$ cat src/rtl/waveform_pkg.sv
// Types shared by the waveform generator's frequency-hopping blocks.
package waveform_pkg;
    localparam int INTEGER_W  = 12;
    localparam int FRACTION_W = 25;

    typedef struct packed {
        logic [INTEGER_W-1:0]  Integer;
        logic [FRACTION_W-1:0] Fraction;
    } CHIRP_ENTRY;

    typedef enum logic [2:0] {
        IDLE    = 3'd0,
        LOAD    = 3'd1,
        UPDATE  = 3'd2,
        WAIT_HI = 3'd3,
        WAIT_LO = 3'd4,
        ARMED   = 3'd5,
        FIRE    = 3'd6
    } CHIRP_STATE;
endpackage

$ cat src/rtl/chirp_table.sv
// Frequency word table: simple dual-port RAM, synchronous write and read.
// A same-address write and read in one cycle returns the old word.
module chirp_table
    import waveform_pkg::*;
#(
    parameter int DEPTH  = 16,
    parameter int ADDR_W = $clog2(DEPTH)
) (
    input  logic              ipClk,
    input  logic              ipReset,
    input  logic              ipWrEn,
    input  logic [ADDR_W-1:0] ipWrAddr,
    input  CHIRP_ENTRY        ipWrData,
    input  logic              ipRdEn,
    input  logic [ADDR_W-1:0] ipRdAddr,
    output CHIRP_ENTRY        opRdData
);
    CHIRP_ENTRY mem [DEPTH];

    always_ff @(posedge ipClk) begin
        if (ipWrEn) mem[ipWrAddr] <= ipWrData;
    end

    // Only the read register is reset so the driver-facing words start at 0.
    always_ff @(posedge ipClk or posedge ipReset) begin
        if (ipReset)     opRdData <= '0;
        else if (ipRdEn) opRdData <= mem[ipRdAddr];
    end
endmodule

$ cat src/rtl/chirp_sequencer.sv
// Frequency-hopping sequencer: loads each table word into the synth driver,
// waits out the SPI handshake, then passes exactly one master trigger.
//   state   | meaning
//   IDLE    | stopped, waiting for enable with no error
//   LOAD    | read table[index]
//   UPDATE  | one-cycle opUpdate strobe
//   WAIT_HI | waiting for ipBusy to rise
//   WAIT_LO | waiting for ipBusy to fall
//   ARMED   | ready, waiting for a trigger rising edge
//   FIRE    | passing the trigger pulse through
module chirp_sequencer
    import waveform_pkg::*;
#(
    parameter int DEPTH           = 16,
    parameter int BUSY_START_WAIT = 64,
    parameter int BUSY_TIMEOUT    = 65536,
    parameter int ADDR_W          = $clog2(DEPTH)
) (
    input  logic                  ipClk,
    input  logic                  ipReset,
    input  logic                  ipEnable,
    input  logic [ADDR_W:0]       ipLength,
    input  logic                  ipTableWrEn,
    input  logic [ADDR_W-1:0]     ipTableAddr,
    input  logic [INTEGER_W-1:0]  ipTableInteger,
    input  logic [FRACTION_W-1:0] ipTableFraction,
    input  logic                  ipClearError,
    input  logic                  ipMasterTrigger,
    input  logic                  ipBusy,
    output logic [INTEGER_W-1:0]  opInteger,
    output logic [FRACTION_W-1:0] opFraction,
    output logic                  opUpdate,
    output logic                  opSynthTrigger,
    output logic [ADDR_W-1:0]     opIndex,
    output logic                  opReady,
    output logic                  opError,
    output logic [7:0]            opMissedCount
);
    localparam int CNT_MAX = (BUSY_TIMEOUT > BUSY_START_WAIT) ? BUSY_TIMEOUT : BUSY_START_WAIT;
    localparam int CNT_W   = $clog2(CNT_MAX);
    localparam logic [CNT_W-1:0]  START_LOAD   = CNT_W'(BUSY_START_WAIT - 1);
    localparam logic [CNT_W-1:0]  TIMEOUT_LOAD = CNT_W'(BUSY_TIMEOUT - 1);
    localparam logic [ADDR_W:0]   LEN_ONE      = (ADDR_W+1)'(1);
    localparam logic [ADDR_W:0]   LEN_MAX      = (ADDR_W+1)'(DEPTH);

    CHIRP_STATE        state, nextState;
    logic [ADDR_W-1:0] index;
    logic [CNT_W-1:0]  cnt;
    logic              trigPrev, trigRise, trigFall, errorSet;
    logic [ADDR_W:0]   effLength, idxPlusOne;
    logic [ADDR_W-1:0] nextIndexAdv;
    CHIRP_ENTRY        rdData;

    chirp_table #(.DEPTH(DEPTH), .ADDR_W(ADDR_W)) uTable (
        .ipClk    (ipClk),
        .ipReset  (ipReset),
        .ipWrEn   (ipTableWrEn),
        .ipWrAddr (ipTableAddr),
        .ipWrData ({ipTableInteger, ipTableFraction}),
        .ipRdEn   (state == LOAD),
        .ipRdAddr (index),
        .opRdData (rdData)
    );

    assign trigRise = ipMasterTrigger & ~trigPrev;
    assign trigFall = ~ipMasterTrigger & trigPrev;

    // Length is sampled at each advance, so a shrink below the current index wraps to 0.
    always_comb begin
        effLength = ipLength;
        if (ipLength == '0)         effLength = LEN_ONE;
        else if (ipLength > LEN_MAX) effLength = LEN_MAX;
        idxPlusOne   = {1'b0, index} + LEN_ONE;
        nextIndexAdv = (idxPlusOne >= effLength) ? '0 : idxPlusOne[ADDR_W-1:0];
    end

    always_comb begin
        nextState = state;
        errorSet  = 1'b0;
        case (state)
            IDLE:    if (ipEnable && !opError) nextState = LOAD;
            LOAD:    nextState = UPDATE;
            UPDATE:  nextState = WAIT_HI;
            WAIT_HI: begin
                if (ipBusy) nextState = WAIT_LO;
                else if (cnt == '0) begin
                    errorSet  = 1'b1;
                    nextState = IDLE;
                end
            end
            WAIT_LO: begin
                if (!ipBusy) nextState = ipEnable ? ARMED : IDLE;
                else if (cnt == '0) begin
                    errorSet  = 1'b1;
                    nextState = IDLE;
                end
            end
            ARMED: begin
                if (!ipEnable)    nextState = IDLE;
                else if (trigRise) nextState = FIRE;
            end
            FIRE: begin
                if (!ipEnable)    nextState = IDLE;
                else if (trigFall) nextState = LOAD;
            end
            default: nextState = IDLE;
        endcase
    end

    always_ff @(posedge ipClk or posedge ipReset) begin
        if (ipReset) begin
            state    <= IDLE;
            index    <= '0;
            cnt      <= '0;
            trigPrev <= 1'b0;
        end else begin
            state    <= nextState;
            trigPrev <= ipMasterTrigger;
            if (state == IDLE && nextState == LOAD)      index <= '0;
            else if (state == FIRE && nextState == LOAD) index <= nextIndexAdv;
            if (state == UPDATE)                cnt <= START_LOAD;
            else if (state == WAIT_HI && ipBusy) cnt <= TIMEOUT_LOAD;
            else if (cnt != '0)                 cnt <= cnt - 1'b1;
        end
    end

    // Clear wins over a same-cycle error or missed-trigger increment.
    always_ff @(posedge ipClk or posedge ipReset) begin
        if (ipReset) begin
            opError       <= 1'b0;
            opMissedCount <= '0;
        end else begin
            if (ipClearError)  opError <= 1'b0;
            else if (errorSet) opError <= 1'b1;
            if (ipClearError) opMissedCount <= '0;
            else if (trigRise && state != ARMED && opMissedCount != 8'hFF)
                opMissedCount <= opMissedCount + 8'd1;
        end
    end

    assign opInteger      = rdData.Integer;
    assign opFraction     = rdData.Fraction;
    assign opUpdate       = (state == UPDATE);
    assign opReady        = (state == ARMED);
    assign opSynthTrigger = (state == FIRE) & trigPrev & ipEnable;
    assign opIndex        = index;
endmodule

$ cat config.mk
export PLATFORM = sky130hd
export DESIGN_NAME = chirp_sequencer
export DESIGN_NICKNAME = d
export VERILOG_FILES = /design/src/rtl/waveform_pkg.sv /design/src/rtl/chirp_table.sv /design/src/rtl/chirp_sequencer.sv
export SDC_FILE = /design/constraint.sdc
export NUM_CORES = 1
export LEC_CHECK = 0
export ABC_AREA = 1
export ABC_CLOCK_PERIOD_IN_PS = 1950
export BUFFER_PORTS_ARGS = -buffer_cell sky130_fd_sc_hd__buf_2
export CORE_UTILIZATION = 35
export DETAILED_ROUTE_END_ITERATION = 10
export RECOVER_POWER = 25
export SLEW_MARGIN = 0
export SYNTH_ARGS = -nofsm -noshare
export SYNTH_HDL_FRONTEND = slang
export SYNTH_SLANG_ARGS = --single-unit
$ cat constraint.sdc
create_clock -name ipClk -period 1.95 [get_ports ipClk]
set_input_delay 0.0975 -clock ipClk [delete_from_list [all_inputs] [get_ports ipClk]]
set_output_delay 0.0975 -clock ipClk [all_outputs]
set_load 0.005 [all_outputs]
==> impl_metrics.json, run 1 <==
{
  "dp.cells": 3961,
  "crit_fanout": 49,
  "viasPerCell": 4.69,
  "antenna_found_initial": 3,
  "critPathLaunchType": "register",
  "ios": 106,
  "slew-limit-headroom": -0.0538,
  "p_leak_nw": 14.4,
  "synth_area_leader_cell": "edfxtp_1",
  "totalWireLength_um": 72800,
  "ir_worst_vdd_uv": 584,
  "seqCellArea_mm2": 0.0195,
  "drv_slew": 21,
  "core_mm2": 0.0820,
  "floorplan.initialDensity": 0.353,
  "yosys.area_share.simple": 0.231,
  "finish.utilization": 0.413,
  "synth_edf_count": 592,
  "cts_buffer_depth": 3,
  "max_cap_violations": 1,
  "criticalPathCategory": "reg -> reg",
  "synth-seq-cells": 662,
  "n_fill_cell": 7817,
  "place_congestion": 0.821,
  "dr_total_vias": 19385,
  "syn_area_mm2": 0.0289,
  "grt_overflow": 0,
  "syn_inst": 2846,
  "synthAdderAreaFrac": 0.00346,
  "grt_pass1_vias": 18760,
  "synth_warnings": 0,
  "die_h_um": 289,
  "antenna_left": 0,
  "post-dp-hpwl_um": 37000,
  "clkSlewWorstSetupHoldPaths_ns": 0.06,
  "worstHoldPathType": "in -> reg",
  "hold_viol": 0,
  "syn_to_final_growth_pct": 17.1,
  "post-route-period-util": 0.954,
  "syn_avg_cell_area_um2": 10.2,
  "ys_seq_area_frac": 0.675,
  "synth.distinct_cells": 42,
  "skew_ns": 0.0262,
  "htree_levels": 3,
  "nNetsFinal": 3066,
  "grt_pass1_wl_um": 111000,
  "p_per_area_mw_per_mm2": 1080,
  "violations": "max-capacitance violations, max-slew violations",
  "port_buffers": 105,
  "route.detailed.drc": 0,
  "synth.area.mux_share": 0,
  "synthMostInstantiatedCell": "nand2_1",
  "cp-end-kind": "register",
  "root_buffer": "clkbuf_16",
  "grt.total_usage": 0.177,
  "synth_top_family_by_area": "simple AND/OR/NAND/NOR gates",
  "first_pass_iters": 6,
  "cts_tree": "done",
  "required_ns": 2.48,
  "multi_input_area_mm2": 0.00718,
  "grt_max_degree": 105,
  "synth_common_cells": "nand2_1 (1053), edfxtp_1 (592), nand3_1 (419)",
  "status": "finished, violations left",
  "period_minus_slack_ns": 1.86,
  "fmaxAchievable_mhz": 538,
  "synth-xor-area-share": 0.00298,
  "dieWidth_um": 289,
  "die_area_mm2": 0.0838,
  "rows": 105,
  "drive_above_1_share": 0.100,
  "ys.flop_type": "edfxtp_1",
  "cts_buffers": 68,
  "reg2reg_depth": 11,
  "worstMarginPinSlew_ns": 1.57,
  "synth_top_cell_area_share": 0.615,
  "first_iter_violations": 1545,
  "synth_nets": 2907,
  "async_reset_ff_frac": 0.106,
  "synthTopCellsByArea": "edfxtp_1 (61%), nand2_1 (14%), nand3_1 (7.2%), dfrtp_1 (6.1%), inv_1 (5.4%)",
  "wl_per_cell_um": 17.6,
  "finalSetupViolCount": 0,
  "place_ws_ns": 0.0542,
  "stdcell_count": 4132,
  "clock_latency_ns": 0.62,
  "hold_depth": 8,
  "synth_compound_area_frac": 0.00523,
  "setup_ws_ns": 0.0904,
  "cts_sinks": 662,
  "worstPathArrival_ns": 2.39
}
## worst paths after layout
path | slack (ns) | end | startpoint
min reg2reg | 0.47 | uTable.opRdData[35] | uTable.opRdData[35]
max in group asynchronous | 0.66 | opIndex[1] | ipReset
min in group asynchronous | 0.41 | uTable.opRdData[8] | ipReset
min | 0.14 | opIndex[3] | ipLength[3]
max | 0.09 | uTable.opRdData[2] | opIndex[0]
max reg2reg | 0.09 | uTable.opRdData[2] | opIndex[0]
## metal layers
layer | vias up | global-route usage | part of all wire
li1 | 9499 | - | -
met1 | 9268 | 0.237 | 0.44
met2 | 497 | 0.295 | 0.48
met3 | 119 | 0.0231 | 0.054
met4 | 2 | 0.0614 | 0.025
met5 | - | 0 | 0.00014
## per-stage QoR
step	power, W	instance area (um^2)	hold WS, ns	setup TNS [ns]
finish	0.0365	33900	0.143	0
global route	0.0383	33900	0.202	-0.00924
CTS	0.0368	33800	0.0681	0
detailed placement	0.0240	31200	0.151	0
global placement	0.0240	31200	0.152	0
floorplan	0.0217	29000	0.129	-131.90
## sequential cells by signal (all words and copies together) (netlist names)
| name | count |
|---|---|
| uTable.opRdData | 37 |
| state | 3 |
| trigPrev | 1 |
| opMissedCount | 8 |
| opError | 1 |
| uTable.mem | 592 |
| cnt | 16 |
| opIndex | 4 |
## layout by cell type, fill, tap and decap left out, drive strengths merged, types with 2 or more instances in the layout
master	n
clkbuf	124
dlygate4sd3	42
nor3	8
bufinv	3
clkinv	22
o211ai	3
diode	2
nand2	1056
nor2	60
xnor2	2
or2	29
nand3b	4
o21ai	8
edfxtp	592
xor2	7
nand4	8
buf	154
a21oi	11
dfrtp	70
clkinvlp	3
ha	8
inv	421
nand3	421
## cells by family after synthesis
| family | after synthesis |
|---|---|
| compound gates | 24 |
| xor+xnor | 9 |
| flops | 662 |
| simple gates | 1588 |
| fa+ha+maj | 8 |
| buf+inv | 555 |
## worst max-delay path, cell delays in order (launching register included)
cell and delay, ns:
dfrtp_4 0.51, buf_12 0.17, inv_8 0.13, buf_12 0.23
nand2_1 0.09, nand3_1 0.08, nand3_1 0.09, nand2_1 0.08
nand2_1 0.04, nand2_1 0.14, nand2_1 0.08, nand2_1 0.07
## report_power, final
part           switching (W)  internal (W)  total (W)
clock                0.00540       0.00729     0.0127
combinational        0.00451       0.00247    0.00698
sequential          0.000515        0.0163     0.0168
## final cells by class
| class | count | area share |
|---|---|---|
| clock inverters | 27 | 0.00716 |
| inverters | 422 | 0.0472 |
| clock buffers | 98 | 0.0566 |
| well taps | 1070 | 0.0395 |
| repair buffers | 222 | 0.0607 |
| diodes | 2 | 0.000148 |
| flip-flops and latches | 662 | 0.577 |
| multi-input cells | 1629 | 0.212 |
## timing repair
| action | CTS | global route |
|---|---|---|
| hold buffers | 42 | 0 |
| endpoints found under the setup margin | 2 | 6 |
| pin swaps | 0 | 4 |
| buffers inserted | 0 | 1 |
| gates resized for setup | 4 | 9 |
| cloned | 0 | 1 |
| endpoints found under the hold margin | 681 | 0 |
No activity file was read; power rests on OpenSTA's default activity.
==> run 2: changes to the inputs <==
--- a/config.mk
+++ b/config.mk
@@ -8,8 +8,10 @@
 export ABC_AREA = 1
 export ABC_CLOCK_PERIOD_IN_PS = 1950
 export BUFFER_PORTS_ARGS = -buffer_cell sky130_fd_sc_hd__buf_2
+export CORE_MARGIN = 10
 export CORE_UTILIZATION = 35
 export DETAILED_ROUTE_END_ITERATION = 10
+export GPL_TIMING_DRIVEN = 0
 export RECOVER_POWER = 25
 export SLEW_MARGIN = 0
 export SYNTH_ARGS = -nofsm -noshare
==> impl_metrics.json, run 2 (same netlist as run 1, synthesis figures left out) <==
{
  "slew-limit-headroom": 0.132,
  "worstPathArrival_ns": 2.40,
  "r2r-end": "uTable.opRdData[9]",
  "final_area_mm2": 0.0342,
  "root_buffer": "clkbuf_16",
  "grt_pass1_wl_um": 120000,
  "finalSetupViolCount": 0,
  "final_cell_mix": "nand2_1 (1050), edfxtp_1 (592), nand3_1 (418), inv_1 (413), buf_2 (142)",
  "cts_tree": "done",
  "viasPerCell": 4.77,
  "drv_slew": 0,
  "largest_reg_flops": 592,
  "hp-start": "ipMasterTrigger",
  "antenna_found_initial": 0,
  "die_h_um": 307,
  "p_leak_nw": 14.7,
  "post-route-period-util": 0.983,
  "hold_viol": 0,
  "first_iter_violations": 1864,
  "die_area_mm2": 0.0946,
  "setup.worst_path.start": "opIndex[0]",
  "cts_buffer_depth": 3,
  "wl_per_cell_um": 19.0,
  "rows": 105,
  "grt_pass1_vias": 19312,
  "htree_levels": 3,
  "diodes": 0,
  "p_per_area_mw_per_mm2": 1090,
  "worstMarginPinSlew_ns": 1.30,
  "final_common_cell": "nand2_1",
  "dieWidth_um": 307,
  "endpoint": "uTable.opRdData[9]",
  "clock_latency_ns": 0.62,
  "top_register": "uTable.mem",
  "skew_ns": 0.0263,
  "power_w": 0.0371,
  "cts_sinks": 662,
  "core_mm2": 0.0820,
  "critPathLaunchType": "register",
  "ios": 106,
  "rsz0062_at_grt": "yes",
  "route.detailed.drc": 0,
  "worstHoldPathType": "in -> reg",
  "r2r_slack_ns": 0.03,
  "top_regs": "uTable.mem x592, uTable.opRdData x37, cnt x16",
  "dr_total_vias": 20137,
  "grt_max_degree": 48,
  "first_pass_iters": 5,
  "totalWireLength_um": 80200,
  "required_ns": 2.43,
  "grt_overflow": 0,
  "period_minus_slack_ns": 1.92,
  "crit_fanout": 10,
  "reg2reg_depth": 11,
  "port_buffers": 105,
  "finish.utilization": 0.417,
  "cts_buffers": 69,
  "nNetsFinal": 3156,
  "syn_to_final_growth_pct": 18.2,
  "regToRegStartpoint": "opIndex[0]",
  "grt.total_usage": 0.167,
  "fmaxAchievable_mhz": 522,
  "ir_worst_vdd_uv": 601,
  "cp-end-kind": "register",
  "antenna_left": 0,
  "floorplan.initialDensity": 0.353,
  "max_cap_violations": 0,
  "status": "finished clean",
  "drive_above_1_share": 0.121,
  "criticalPathCategory": "reg -> reg",
  "clkSlewWorstSetupHoldPaths_ns": 0.06,
  "n_fill_cell": 7798,
  "place_area_mm2": 0.0314,
  "post-dp-hpwl_um": 53100,
  "place_congestion": 0.812
}
-- run 2: changes by cell type in the layout (fill, tap and decap cells not counted), moves of 4 or more --
cell,change
clkbuf_2,+5
buf_4,+7
buf_12,-27
clkbuf_4,+4
buf_6,+17
clkbuf_1,+9
buf_16,+6
buf_2,+62
-- run 2: routing by layer --
layer	wire (um)	global-route usage	up-vias
met4	2140	0.0564	2
met5	80	0.00634	-
li1	-	-	9681
met1	34800	0.221	9703
met2	38200	0.278	635
met3	4990	0.0251	116
-- run 2: layout make-up --
cell class                      count  area (um^2)  share of cell area
Inverter                          422         1590              0.0465
Buffer                            131          917              0.0268
Multi-Input combinational cell   1629         7210               0.211
Sequential cell                   662        19500               0.571
Clock buffer                      100         1950              0.0570
Timing Repair Buffer              180         1480              0.0434
Tap cell                         1070         1340              0.0392
Clock inverter                     25          168             0.00491
-- run 2: where the power goes --
part           total [W]  internal [W]  switching [W]
Sequential        0.0168        0.0163       0.000485
Clock             0.0125       0.00710        0.00541
Combinational    0.00783       0.00263        0.00520
-- run 2: per-stage QoR --
step | setup TNS, ns | hold slack [ns] | worst slack [ns] | cells
3_5_place_dp | -9.40 | 0.139 | -0.542 | 4041
4_1_cts | -0.00132 | 0.0377 | -0.00132 | 4215
3_3_place_gp | -1196.75 | 0.223 | -2.40 | 4021
5_1_grt | -0.615 | 0.160 | -0.0602 | 4219
6_report | 0 | 0.165 | 0.0341 | 4219
2_1_floorplan | -131.90 | 0.129 | -0.357 | 2846
-- run 2: how the worst min path moves through the flow --
stage                     endpoint  cells past startpoint  slack, ns
5_1_grt                   trigPrev                      2       0.16
3_5_place_dp   uTable.opRdData[10]                      2       0.14
6_report                  trigPrev                      2       0.17
3_3_place_gp              trigPrev                      1       0.22
4_1_cts        uTable.opRdData[11]                      3       0.04
2_1_floorplan             trigPrev                      0       0.13
-- run 2: critical path, cell delays in order, from the launching register on --
cell and delay [ns]:
dfrtp_2 0.42, buf_6 0.15, inv_4 0.10, buf_4 0.21, buf_2 0.31, nand2_1 0.09, nand3_1 0.08, nand2_1 0.05
nand2_1 0.05, nand3_1 0.12, nand3_1 0.16, nand2_1 0.06
-- run 2: timing repair --
| item | CTS | global route |
|---|---|---|
| hold endpoints to repair | 682 | 0 |
| endpoints found under the setup margin | 35 | 31 |
| pin swaps | 6 | 12 |
| hold buffers | 42 | 0 |
| buffers inserted | 8 | 5 |
| gates resized for setup | 47 | 26 |
